### src/rtl/mips_wdt_pkg.sv
// Shared definitions for the MIPS watchdog timer: state encoding and pulse defaults.
package mips_wdt_pkg;

    localparam logic [1:0] IDLE = 2'b00;
    localparam logic [1:0] RUN  = 2'b01;
    localparam logic [1:0] FIRE = 2'b10;

    typedef enum logic [1:0] {
        S_IDLE = IDLE,
        S_RUN  = RUN,
        S_FIRE = FIRE
    } wdt_state_t;

    localparam int unsigned DEF_PULSE_CYCLES = 4;
    // Pulse counter width covers PULSE_CYCLES up to 15.
    localparam int unsigned PULSE_W = 4;

endpackage

### src/rtl/mips_wdt_counter.sv
// Loadable, saturating down-counter for the watchdog; never wraps below zero.
module mips_wdt_counter #(
    parameter int unsigned WIDTH = 32
) (
    input  logic             clk,
    input  logic             rst_n,
    input  logic             load,
    input  logic [WIDTH-1:0] load_value,
    input  logic             dec,
    output logic [WIDTH-1:0] count,
    output logic             zero_c
);

    // Load has priority over decrement; decrement holds at zero.
    always_ff @(posedge clk) begin
        if (!rst_n) begin
            count <= '0;
        end else if (load) begin
            count <= load_value;
        end else if (dec && (count != '0)) begin
            count <= count - WIDTH'(1);
        end
    end

    // Zero flag straight off the count register.
    always_comb begin
        zero_c = (count == '0);
    end

endmodule

### src/rtl/mips_watchdog_timer.sv
// Watchdog timer armed by the wdt_set instruction; raises a CPU reset pulse on expiry.
// Optional macro MIPS_WDT_LOCK_EN: period is latched by the first nonzero strobe
// after reset, later strobes only kick the counter and cannot disable it.
module mips_watchdog_timer
    import mips_wdt_pkg::*;
#(
    parameter int unsigned WIDTH        = 32,
    parameter int unsigned PULSE_CYCLES = DEF_PULSE_CYCLES
) (
    input  logic             i_clk,
    input  logic             i_reset,
    input  logic             i_wait_period_w_en,
    input  logic [WIDTH-1:0] i_wait_period,
    output logic             o_wdt_reset,
    output logic             o_timeout_sticky,
    output logic [WIDTH-1:0] o_count,
    output logic             o_armed
);

    wdt_state_t          state;
    wdt_state_t          state_n;
    logic [WIDTH-1:0]    period;
    logic [WIDTH-1:0]    period_n;
    logic [PULSE_W-1:0]  pulse_cnt;
    logic [PULSE_W-1:0]  pulse_cnt_n;
    logic                cnt_load;
    logic [WIDTH-1:0]    cnt_load_value;
    logic                cnt_dec;
    logic                cnt_zero_c;
`ifdef MIPS_WDT_LOCK_EN
    logic                locked;
    logic                locked_n;
`endif

    mips_wdt_counter #(
        .WIDTH (WIDTH)
    ) u_counter (
        .clk        (i_clk),
        .rst_n      (i_reset),
        .load       (cnt_load),
        .load_value (cnt_load_value),
        .dec        (cnt_dec),
        .count      (o_count),
        .zero_c     (cnt_zero_c)
    );

    // State, period, pulse length and registered outputs.
    always_ff @(posedge i_clk) begin
        if (!i_reset) begin
            state            <= S_IDLE;
            period           <= '0;
            pulse_cnt        <= '0;
            o_wdt_reset      <= 1'b0;
            o_timeout_sticky <= 1'b0;
            o_armed          <= 1'b0;
`ifdef MIPS_WDT_LOCK_EN
            locked           <= 1'b0;
`endif
        end else begin
            state       <= state_n;
            period      <= period_n;
            pulse_cnt   <= pulse_cnt_n;
            o_wdt_reset <= (state_n == S_FIRE);
            o_armed     <= (state_n == S_RUN);
            if ((state_n == S_FIRE) && (state != S_FIRE)) begin
                o_timeout_sticky <= 1'b1;
            end
`ifdef MIPS_WDT_LOCK_EN
            locked      <= locked_n;
`endif
        end
    end

    // Next state and counter control; a strobe outranks expiry, FIRE ignores strobes.
    always_comb begin
        state_n        = state;
        period_n       = period;
        pulse_cnt_n    = pulse_cnt;
        cnt_load       = 1'b0;
        cnt_load_value = '0;
        cnt_dec        = 1'b0;
`ifdef MIPS_WDT_LOCK_EN
        locked_n       = locked;
`endif
        case (state)
            S_IDLE, S_RUN: begin
                if (i_wait_period_w_en) begin
`ifdef MIPS_WDT_LOCK_EN
                    if (locked) begin
                        cnt_load       = 1'b1;
                        cnt_load_value = period;
                        state_n        = S_RUN;
                    end else if (i_wait_period != '0) begin
                        period_n       = i_wait_period;
                        locked_n       = 1'b1;
                        cnt_load       = 1'b1;
                        cnt_load_value = i_wait_period;
                        state_n        = S_RUN;
                    end else begin
                        cnt_load       = 1'b1;
                        cnt_load_value = '0;
                        state_n        = S_IDLE;
                    end
`else
                    if (i_wait_period != '0) begin
                        period_n       = i_wait_period;
                        cnt_load       = 1'b1;
                        cnt_load_value = i_wait_period;
                        state_n        = S_RUN;
                    end else begin
                        cnt_load       = 1'b1;
                        cnt_load_value = '0;
                        state_n        = S_IDLE;
                    end
`endif
                end else if (state == S_RUN) begin
                    if (o_count == WIDTH'(1)) begin
                        cnt_load       = 1'b1;
                        cnt_load_value = '0;
                        pulse_cnt_n    = PULSE_W'(PULSE_CYCLES - 1);
                        state_n        = S_FIRE;
                    end else if (!cnt_zero_c) begin
                        cnt_dec        = 1'b1;
                    end
                end
            end
            S_FIRE: begin
                if (pulse_cnt == '0) begin
                    cnt_load       = 1'b1;
                    cnt_load_value = period;
                    state_n        = S_RUN;
                end else begin
                    pulse_cnt_n    = pulse_cnt - PULSE_W'(1);
                end
            end
            default: begin
                state_n = S_IDLE;
            end
        endcase
    end

endmodule

### config.mk
export PLATFORM = sky130hd
export DESIGN_NAME = mips_watchdog_timer
export DESIGN_NICKNAME = d
export VERILOG_FILES = /design/src/rtl/mips_wdt_pkg.sv /design/src/rtl/mips_wdt_counter.sv /design/src/rtl/mips_watchdog_timer.sv
export SDC_FILE = /design/constraint.sdc
export NUM_CORES = 1
export LEC_CHECK = 0
export ABC_AREA = 0
export CAP_MARGIN = 0
export CORE_MARGIN = 5
export CORE_UTILIZATION = 49
export DETAILED_ROUTE_END_ITERATION = 12
export PLACE_DENSITY = 0.81
export SYNTH_ARGS = -nofsm -noshare
export SYNTH_HDL_FRONTEND = slang
export SYNTH_SLANG_ARGS = --single-unit
### constraint.sdc
create_clock -name i_clk -period 3.3 [get_ports i_clk]
set_input_delay 0.66 -clock i_clk [delete_from_list [all_inputs] [get_ports i_clk]]
set_output_delay 0.66 -clock i_clk [all_outputs]
set_load 0.02 [all_outputs]
==> results.md, run 1 <==
* Top cells by area, synth: dfxtp_1 37%, nand2_1 8.9%, o221a_2 6.6%, a21boi_0 5.7%, a22o_1 4.4%
* Routed WL per cell at 18.9 um
* Syn Area/Cell at 8.40 sq um
* Worst slew pin tran at 0.695 ns
* Max-Cap Viols at 0
* Pwr per Cell Area at 486 nW/um^2
* Final Hold Viols at 0
* Worst EP required at 3.53 ns
* Starting Density at 50.7%
* Final HPWL DP at 8410 um
* Final GP Congestion at 0.870
* H-tree level count at 3
* # port buffers at 69
* Antenna Violating Nets Remaining at 0
* CP Capture Type: flip-flop
* CTS max path bufs at 2
* Critical Path Fanout Max at 19
* Commonest non-fill, non-tap cell in the layout: nand2_1
* Worst setup path class: flip-flop to flip-flop
* Die width at 99.6 um
* Vias in the first global route at 3926
* Fillers at 661
* Die height at 99.6 um
* Yosys reg bits at 73
* Min-delay worst type: flip-flop to flip-flop
* Area of the multi-input gates at 2310 sq um
* Initial antenna violation count at 0
* Setup Skew at 0.00730 ns
* Global-route wire length before repair at 19700 um
* Highest Clock Rate at 0.341 GHz
* Syn-to-layout area delta at 26.8%
* Total Wirelength at 12100 um
* Worst-path clk slew at 0.08 ns
* Setup violations, final at 0
* Vias per inst at 6.50
* Post-CTS resize count at 0
* Synthesized Nets at 507
* CP arrival at 3.16 ns
* Core Util, Final at 64.3%
* Post-synth EDFFs at 0
* Slew Limit Fails at 0
* Leak Pwr at 1.89 nW
* Rel. slew slack at 53.7%
* Top FF cell, synth: dfxtp_1
* DR vias at 4161
* TritonCTS clock tree: built
* Clock root buffer: clkbuf_8
* TritonCTS Sinks at 73
* Antenna cells at 0
* Synth unique cells at 46
* CTS buffer count at 9
* Synth Cell Area at 3940 sq um
* Placement Rows at 32
* WHS at 0.464 ns
* Syn. warnings at 0
* Sequential fraction of the synthesis area at 37.1%
* Async set or reset register ratio after synthesis at 0%
* Worst-skew pair later-pin latency at 0.34 ns
* Most frequent cells in the layout: 93 x nand2_1, 73 x dfxtp_1, 68 x clkdlybuf4s50_1
* Outcome: finished clean
* Startpoint types: flip-flop
* DRC violation total after the first TritonRoute iteration at 344
* Storage cell area at 1460 sq um
* DRT Pass-1 Iters at 5
* Setup TNS at 0 ns
* Top-level I/O count at 70
* Syn Inst Count at 469
* RSZ-0062 raised after global routing: false
* Post-CTS Setup Inserts at 0
* Reg2reg setup slack at 0.37 ns
* Fin nets at 571
* Remaining Overflow, GRT at 0
* Peak supply drop at 0.000256 V
* Largest net degree at the start of global routing at 51
* Period utilization at 88.8%
* Die Area at 9930 sq um
* Synth area leader: dfxtp_1
* Layout cells sized above 1 at 12.3%
* Share of the synthesized area in the top cell type at 37.1%
* CTS Hold Buffers Added at 0
* Total track usage at 24.3%
* Final Critical Period at 2.93 ns
* Drc violations at 0
* Core box area at 7770 sq um
-- report_power, final --
group / total (mW) / internal [mW] / switching (mW)
Combinational: 0.574 / 0.259 / 0.315
Clock: 0.853 / 0.522 / 0.331
Sequential: 0.998 / 0.933 / 0.0651
Total: 2.43 / 1.71 / 0.712
-- cell usage after synthesis (3+ instances only) --
master,number
nor2_1,27
a32oi_1,6
nor2b_1,5
nand4_1,6
a22oi_1,6
o31ai_1,3
nand3_1,5
nand2b_1,3
o221a_1,4
clkbuf_1,24
o21ai_0,3
and2_1,3
nor4_1,19
a31oi_1,21
a2bb2oi_1,18
nor3b_1,3
buf_6,3
a41oi_2,4
nor3_1,16
ha_1,3
a22o_1,20
o221a_2,23
buf_2,4
nand4b_1,3
a21boi_0,30
nand2_1,93
dfxtp_1,73
inv_1,7
a21oi_1,11
-- path summary, 6_finish.rpt --
kind                                                         end                            start  cells after the start
worst min-delay path                      period[0]$_SDFFE_PN0P_           period[0]$_SDFFE_PN0P_                      2
worst max-delay path            u_counter.count[22]$_SDFFE_PN0P_  u_counter.count[6]$_SDFFE_PN0P_                      7
worst min register to register            period[0]$_SDFFE_PN0P_           period[0]$_SDFFE_PN0P_                      2
worst max register to register  u_counter.count[22]$_SDFFE_PN0P_  u_counter.count[6]$_SDFFE_PN0P_                      7
-- routing by layer --
metal  vias up  global-route usage [%]  share of wire (%)
met2       217                    39.6                 48
met5         -                       0                  0
li1       1921                       -                  -
met3        26                    4.14                7.9
met1      1997                    32.3                 41
met4         0                    9.24                2.4
-- cell families after synthesis --
logic type                 after synthesis  synth area share, %
DFF                                     73                 37.1
adders and majority gates                3                0.953
buffers and inverters                   40                 4.51
and+or+nand+nor                        195                 23.8
AOI/OAI and AO/OA                      158                 33.7
-- state kept, by name, summed over array words and instances (netlist names) --
name              cells
state                 2
period               32
o_wdt_reset           1
u_counter.count      32
o_armed               1
o_timeout_sticky      1
pulse_cnt             4
-- per-stage QoR --
stage	cells	setup WS [ns]	cell area (sq um)	power, mW
detailed placement	624	0.287	4750	1.58
floorplan	469	0.932	3940	1.35
global placement	624	0.266	4750	1.56
CTS	640	0.509	4990	2.43
global route	640	0.349	4990	2.53
finish	640	0.370	4990	2.43
-- area by class of cell --
type                    count  share of cell area [%]
repair buffers             86                    16.5
inverters                   7                   0.526
flip-flops and latches     73                    29.3
well taps                 102                    2.56
clock buffers              11                    2.83
clock inverters             5                    2.06
multi-input cells         356                    46.2
-- worst max-delay path, cell delays in order, from the launching register on --
cell and delay, ns:
dfxtp_1 0.39, nor4_1 0.56, nand2_1 0.27, or4_4 0.60
nand2_2 0.34, buf_4 0.27, a2bb2oi_1 0.10, o221a_2 0.28
Power figures use the tool's default switching activity.
==> run 2, diff against run 1 <==
--- a/config.mk
+++ b/config.mk
@@ -8,9 +8,10 @@
 export ABC_AREA = 0
 export CAP_MARGIN = 0
 export CORE_MARGIN = 5
-export CORE_UTILIZATION = 49
+export CORE_UTILIZATION = 53
 export DETAILED_ROUTE_END_ITERATION = 12
-export PLACE_DENSITY = 0.81
+export PLACE_DENSITY = 0.86
+export REMOVE_ABC_BUFFERS = 1
 export SYNTH_ARGS = -nofsm -noshare
 export SYNTH_HDL_FRONTEND = slang
 export SYNTH_SLANG_ARGS = --single-unit
==> results.md, run 2 (synthesis results as in run 1) <==
* Antenna Violating Nets Remaining at 0
* CTS buffer count at 9
* Most frequent cells in the layout: 93 x nand2_1, 73 x dfxtp_1, 68 x clkdlybuf4s50_1
* Vias in the first global route at 3768
* CP arrival at 3.14 ns
* Largest net degree at the start of global routing at 38
* Rel. slew slack at 52.3%
* Core box area at 7250 sq um
* Setup violations, final at 0
* Clock root buffer: clkbuf_8
* H-tree level count at 3
* Critical Path Fanout Max at 14
* CP Cell Sequence: nor3_1 > nand4_1 > nor4_1 > or3_1 > buf_4 > a31oi_1 > o221a_2
* CTS Hold Buffers Added at 0
* Die Area at 9250 sq um
* Final GP Congestion at 0.921
* Fin nets at 573
* Hold Path Depth at 2
* Final Hold Viols at 0
* DRC violation total after the first TritonRoute iteration at 350
* Final HPWL DP at 8220 um
* Area of the multi-input gates at 2310 sq um
* Critical Path Max Stage Delay at 0.52 ns
* Starting Density at 54.3%
* Post-CTS Setup Inserts at 0
* Highest Clock Rate at 0.346 GHz
* WHS at 0.469 ns
* Layout cells sized above 1 at 12.2%
* Worst-skew pair later-pin latency at 0.35 ns
* Drc violations at 0
* Period utilization at 87.7%
* Commonest non-fill, non-tap cell in the layout: nand2_1
* Post-CTS resize count at 0
* Worst EP required at 3.55 ns
* Worst setup path class: flip-flop to flip-flop
* Routed WL per cell at 18.0 um
* Leak Pwr at 1.87 nW
* Initial antenna violation count at 0
* Global-route wire length before repair at 18400 um
* RSZ-0062 raised after global routing: false
* CTS max path bufs at 2
* Antenna cells at 0
* Storage cell area at 1460 sq um
* DRT Pass-1 Iters at 5
* Crit-path slowest cell: nor4_1
* Syn-to-layout area delta at 25.5%
* Remaining Overflow, GRT at 0
* Die height at 96.2 um
* Setup Skew at 0.0108 ns
* Min-delay worst type: flip-flop to flip-flop
* DR vias at 4111
* Die width at 96.2 um
* Top-level I/O count at 70
* Slew Limit Fails at 0
* Total Wirelength at 11500 um
* Top Registers: period (32), u_counter.count (32), pulse_cnt (4)
* Peak supply drop at 0.000262 V
* # port buffers at 69
* Startpoint types: flip-flop
* TritonCTS clock tree: built
* Placement Rows at 31
* Pwr per Cell Area at 460 nW/um^2
* CP Capture Type: flip-flop
* Setup ws final at 0.406 ns
* Total chip power at 2.27 mW
* Outcome: finished clean
* Vias per inst at 6.44
* Max-Cap Viols at 0
* Fillers at 601
* R2R depth at 7
* Total track usage at 25.5%
* Worst-path clk slew at 0.08 ns
* Place WS at 0.164 ns
* Final Critical Period at 2.89 ns
* Worst slew pin tran at 0.713 ns
* Core Util, Final at 68.2%
* TritonCTS Sinks at 73
==> run 2: cell types whose count changed in the layout (fill, tap and decap cells not counted) <==
| cell | previous run | this run |
|---|---|---|
| buf_12 | 1 | 0 |
| buf_4 | 16 | 19 |
| bufinv_16 | 3 | 1 |
| clkbuf_1 | 1 | 2 |
| clkbuf_8 | 10 | 11 |
| clkinv_2 | 1 | 0 |
==> run 2: layout make-up <==
| cell class | count | area share, % |
|---|---|---|
| tap | 99 | 2.51 |
| sequential | 73 | 29.6 |
| clock inverter | 2 | 0.759 |
| timing repair buffer | 88 | 16.8 |
| inverter | 7 | 0.532 |
| multi-input combinational | 356 | 46.7 |
| clock buffer | 13 | 3.21 |
==> run 2: stage by stage <==
step,std cells,instance area (sq um),setup TNS [ns]
floorplan,436,3790,-3.01
global placement,623,4750,0
global route,638,4940,0
CTS,638,4940,0
detailed placement,623,4750,0
finish,638,4940,0
==> run 2: worst max-delay path: cells and delay by family (launching register included) <==
kind	cells	cell delay, ns
flops	1	0.41
simple gates	4	1.74
compound gates	2	0.36
buf+inv	1	0.30
==> run 2: routing by layer <==
metal / track usage, % / wire [um] / vias to the layer above
li1: - / - / 1928
met1: 33.3 / 4720 / 1942
met2: 40.9 / 5490 / 225
met3: 5.39 / 1080 / 16
met4: 10.4 / 214 / 0
met5: 0 / 0 / -
==> run 2: path summary, 6_finish.rpt <==
check	from	slack, ns	endpoint
worst max register to register	u_counter.count[16]$_SDFFE_PN0P_	0.41	u_counter.count[8]$_SDFFE_PN0P_
worst max-delay path	u_counter.count[16]$_SDFFE_PN0P_	0.41	u_counter.count[8]$_SDFFE_PN0P_
worst min-delay path	period[14]$_SDFFE_PN0P_	0.47	period[14]$_SDFFE_PN0P_
worst min register to register	period[14]$_SDFFE_PN0P_	0.47	period[14]$_SDFFE_PN0P_
==> run 2: power breakdown <==
| group | leakage (nW) | internal (mW) | total (mW) | switching (mW) |
|---|---|---|---|---|
| sequential | 0.599 | 0.933 | 0.997 | 0.0640 |
| combinational | 1.18 | 0.254 | 0.558 | 0.304 |
| clock | 0.0957 | 0.388 | 0.718 | 0.330 |
| total | 1.87 | 1.57 | 2.27 | 0.698 |
==> run 3, diff against run 2 <==
--- a/config.mk
+++ b/config.mk
@@ -8,9 +8,10 @@
 export ABC_AREA = 0
 export CAP_MARGIN = 0
 export CORE_MARGIN = 5
-export CORE_UTILIZATION = 53
+export CORE_UTILIZATION = 57
 export DETAILED_ROUTE_END_ITERATION = 12
-export PLACE_DENSITY = 0.86
+export HOLD_SLACK_MARGIN = 0.15
+export PLACE_DENSITY = 0.92
 export REMOVE_ABC_BUFFERS = 1
 export SYNTH_ARGS = -nofsm -noshare
 export SYNTH_HDL_FRONTEND = slang
==> constraint.sdc (replaced) <==
create_clock -name i_clk -period 3.4 [get_ports i_clk]
set_input_delay 0.68 -clock i_clk [delete_from_list [all_inputs] [get_ports i_clk]]
set_output_delay 0.68 -clock i_clk [all_outputs]
set_load 0.02 [all_outputs]
==> results.md, run 3 (synthesis results as in run 1) <==
* Top-level I/O count at 70
* Antenna Violating Nets Remaining at 0
* TritonCTS clock tree: built
* Post-CTS resize count at 0
* Cell family with most CP delay: simple AND/OR/NAND/NOR gates
* Clock root buffer: clkbuf_8
* Antenna cells at 0
* Top Registers: period (32), u_counter.count (32), pulse_cnt (4)
* Largest net degree at the start of global routing at 46
* CTS buffer count at 9
* Final Critical Period at 2.94 ns
* Critical Path Fanout Max at 20
* Slew Limit Fails at 0
* Setup crit start: u_counter.count[4]$_SDFFE_PN0P_
* DRC violation total after the first TritonRoute iteration at 446
* # port buffers at 69
* Hold Startpoint: period[11]$_SDFFE_PN0P_
* Post-Layout Cell Count at 616
* CP Capture Type: flip-flop
* Core Util, Final at 73.4%
* Worst Hold End: period[11]$_SDFFE_PN0P_
* Final Hold Viols at 0
* Routed WL per cell at 19.6 um
* Fin nets at 569
* WHS at 0.466 ns
* Min-delay worst type: flip-flop to flip-flop
* CP Cell Sequence: nor4_1 > nand2_1 > or4_4 > nand2_2 > buf_4 > a32oi_1 > o221a_2
* DR vias at 4263
* Setup Skew at 0.00630 ns
* Final GP Congestion at 0.862
* Worst setup path class: flip-flop to flip-flop
* Pwr per Cell Area at 474 nW/um^2
* Dpl cell area at 4720 sq um
* Crit-path slowest cell: or4_4
* Syn-to-layout area delta at 26.0%
* RR Startpoint: u_counter.count[4]$_SDFFE_PN0P_
* Total track usage at 28.3%
* Most frequent cells in the layout: 93 x nand2_1, 73 x dfxtp_1, 68 x clkdlybuf4s50_1
* Highest Clock Rate at 0.340 GHz
* Hold Path Depth at 2
* DRT Pass-1 Iters at 6
* R2R depth at 7
* Setup violations, final at 0
* Post-CTS Setup Inserts at 0
* Worst reg2reg endpoint: u_counter.count[14]$_SDFFE_PN0P_
* Worst-skew pair later-pin latency at 0.36 ns
* Die height at 93.1 um
* Rel. slew slack at 48.0%
* Worst-path clk slew at 0.08 ns
* Peak supply drop at 0.000288 V
* Worst EP required at 3.65 ns
* Starting Density at 58.3%
* Startpoint types: flip-flop
* CTS Hold Buffers Added at 0
* Vias in the first global route at 4058
* Commonest non-fill, non-tap cell in the layout: nand2_1
* Crit path buf inv count at 1
* Global-route wire length before repair at 19600 um
* Remaining Overflow, GRT at 0
* Core box area at 6760 sq um
* Worst slew pin tran at 0.780 ns
* RSZ-0062 raised after global routing: false
* Final HPWL DP at 8210 um
* Total Wirelength at 12100 um
* Initial antenna violation count at 0
* Period utilization at 86.6%
* Reg2reg setup slack at 0.46 ns
* Max-Cap Viols at 0
* Post-route cell area at 4960 sq um
* Vias per inst at 6.92
* Die width at 93.1 um
* H-tree level count at 3
* Total chip power at 2.35 mW
* Placed cells at 600
* Critical Path Max Stage Delay at 0.60 ns
* Drc violations at 0
* Placement Rows at 30
* Leak Pwr at 1.89 nW
* Outcome: finished clean
* Die Area at 8670 sq um
* CP arrival at 3.20 ns
* TritonCTS Sinks at 73
* Layout cells sized above 1 at 11.9%
* CTS max path bufs at 2
-- run 3: cell count changes in the layout (fill, tap and decap cells not counted), sizes merged --
cell,before,now
buf,20,16
bufinv,1,3
clkbuf,13,11
clkinv,0,1
-- run 3: final cells by class --
class	instances	area, sq um
Clock buffer	11	141
Fill cell	482	1790
Inverter	7	26.3
Clock inverter	5	103
Sequential cell	73	1460
Timing Repair Buffer	84	823
Multi-Input combinational cell	356	2310
Tap cell	80	100
-- run 3: metrics by stage --
| stage | setup WS [ns] | TNS (ns) |
|---|---|---|
| 2_1_floorplan | -0.118 | -0.490 |
| 3_3_place_gp | 0.366 | 0 |
| 3_5_place_dp | 0.311 | 0 |
| 4_1_cts | 0.535 | 0 |
| 5_1_grt | 0.304 | 0 |
| 6_report | 0.455 | 0 |
-- run 3: where the power goes --
group | internal (mW) | switching (mW)
clock network | 0.506 | 0.329
logic | 0.245 | 0.305
registers | 0.906 | 0.0620
total | 1.66 | 0.696
-- run 3: routing by layer --
| metal | routed length (um) | global-route usage (%) | part of all wire, % |
|---|---|---|---|
| met3 | 1330 | 6.52 | 11 |
| met1 | 4620 | 34.5 | 38 |
| met5 | 0 | 0 | 0 |
| met4 | 442 | 14.2 | 3.7 |
| met2 | 5700 | 46.7 | 47 |
-- run 3: worst min-delay path: cells and delay by family (launching register included) --
family	cells	cell delay [ns]
AO/OA/AOI/OAI	1	0.06
AND/OR/NAND/NOR	1	0.05
flip-flops	1	0.31
-- run 3: how the worst max path moves through the flow --
stage | end | slack, ns | cells after the start
after global routing | u_counter.count[29]$_SDFFE_PN0P_ | 0.30 | 7
final | u_counter.count[14]$_SDFFE_PN0P_ | 0.46 | 7
after CTS | u_counter.count[14]$_SDFFE_PN0P_ | 0.54 | 7
after detailed placement | u_counter.count[24]$_SDFFE_PN0P_ | 0.31 | 8
after global placement | u_counter.count[25]$_SDFFE_PN0P_ | 0.37 | 8
after floorplan | u_counter.count[1]$_SDFFE_PN0P_ | -0.12 | 7
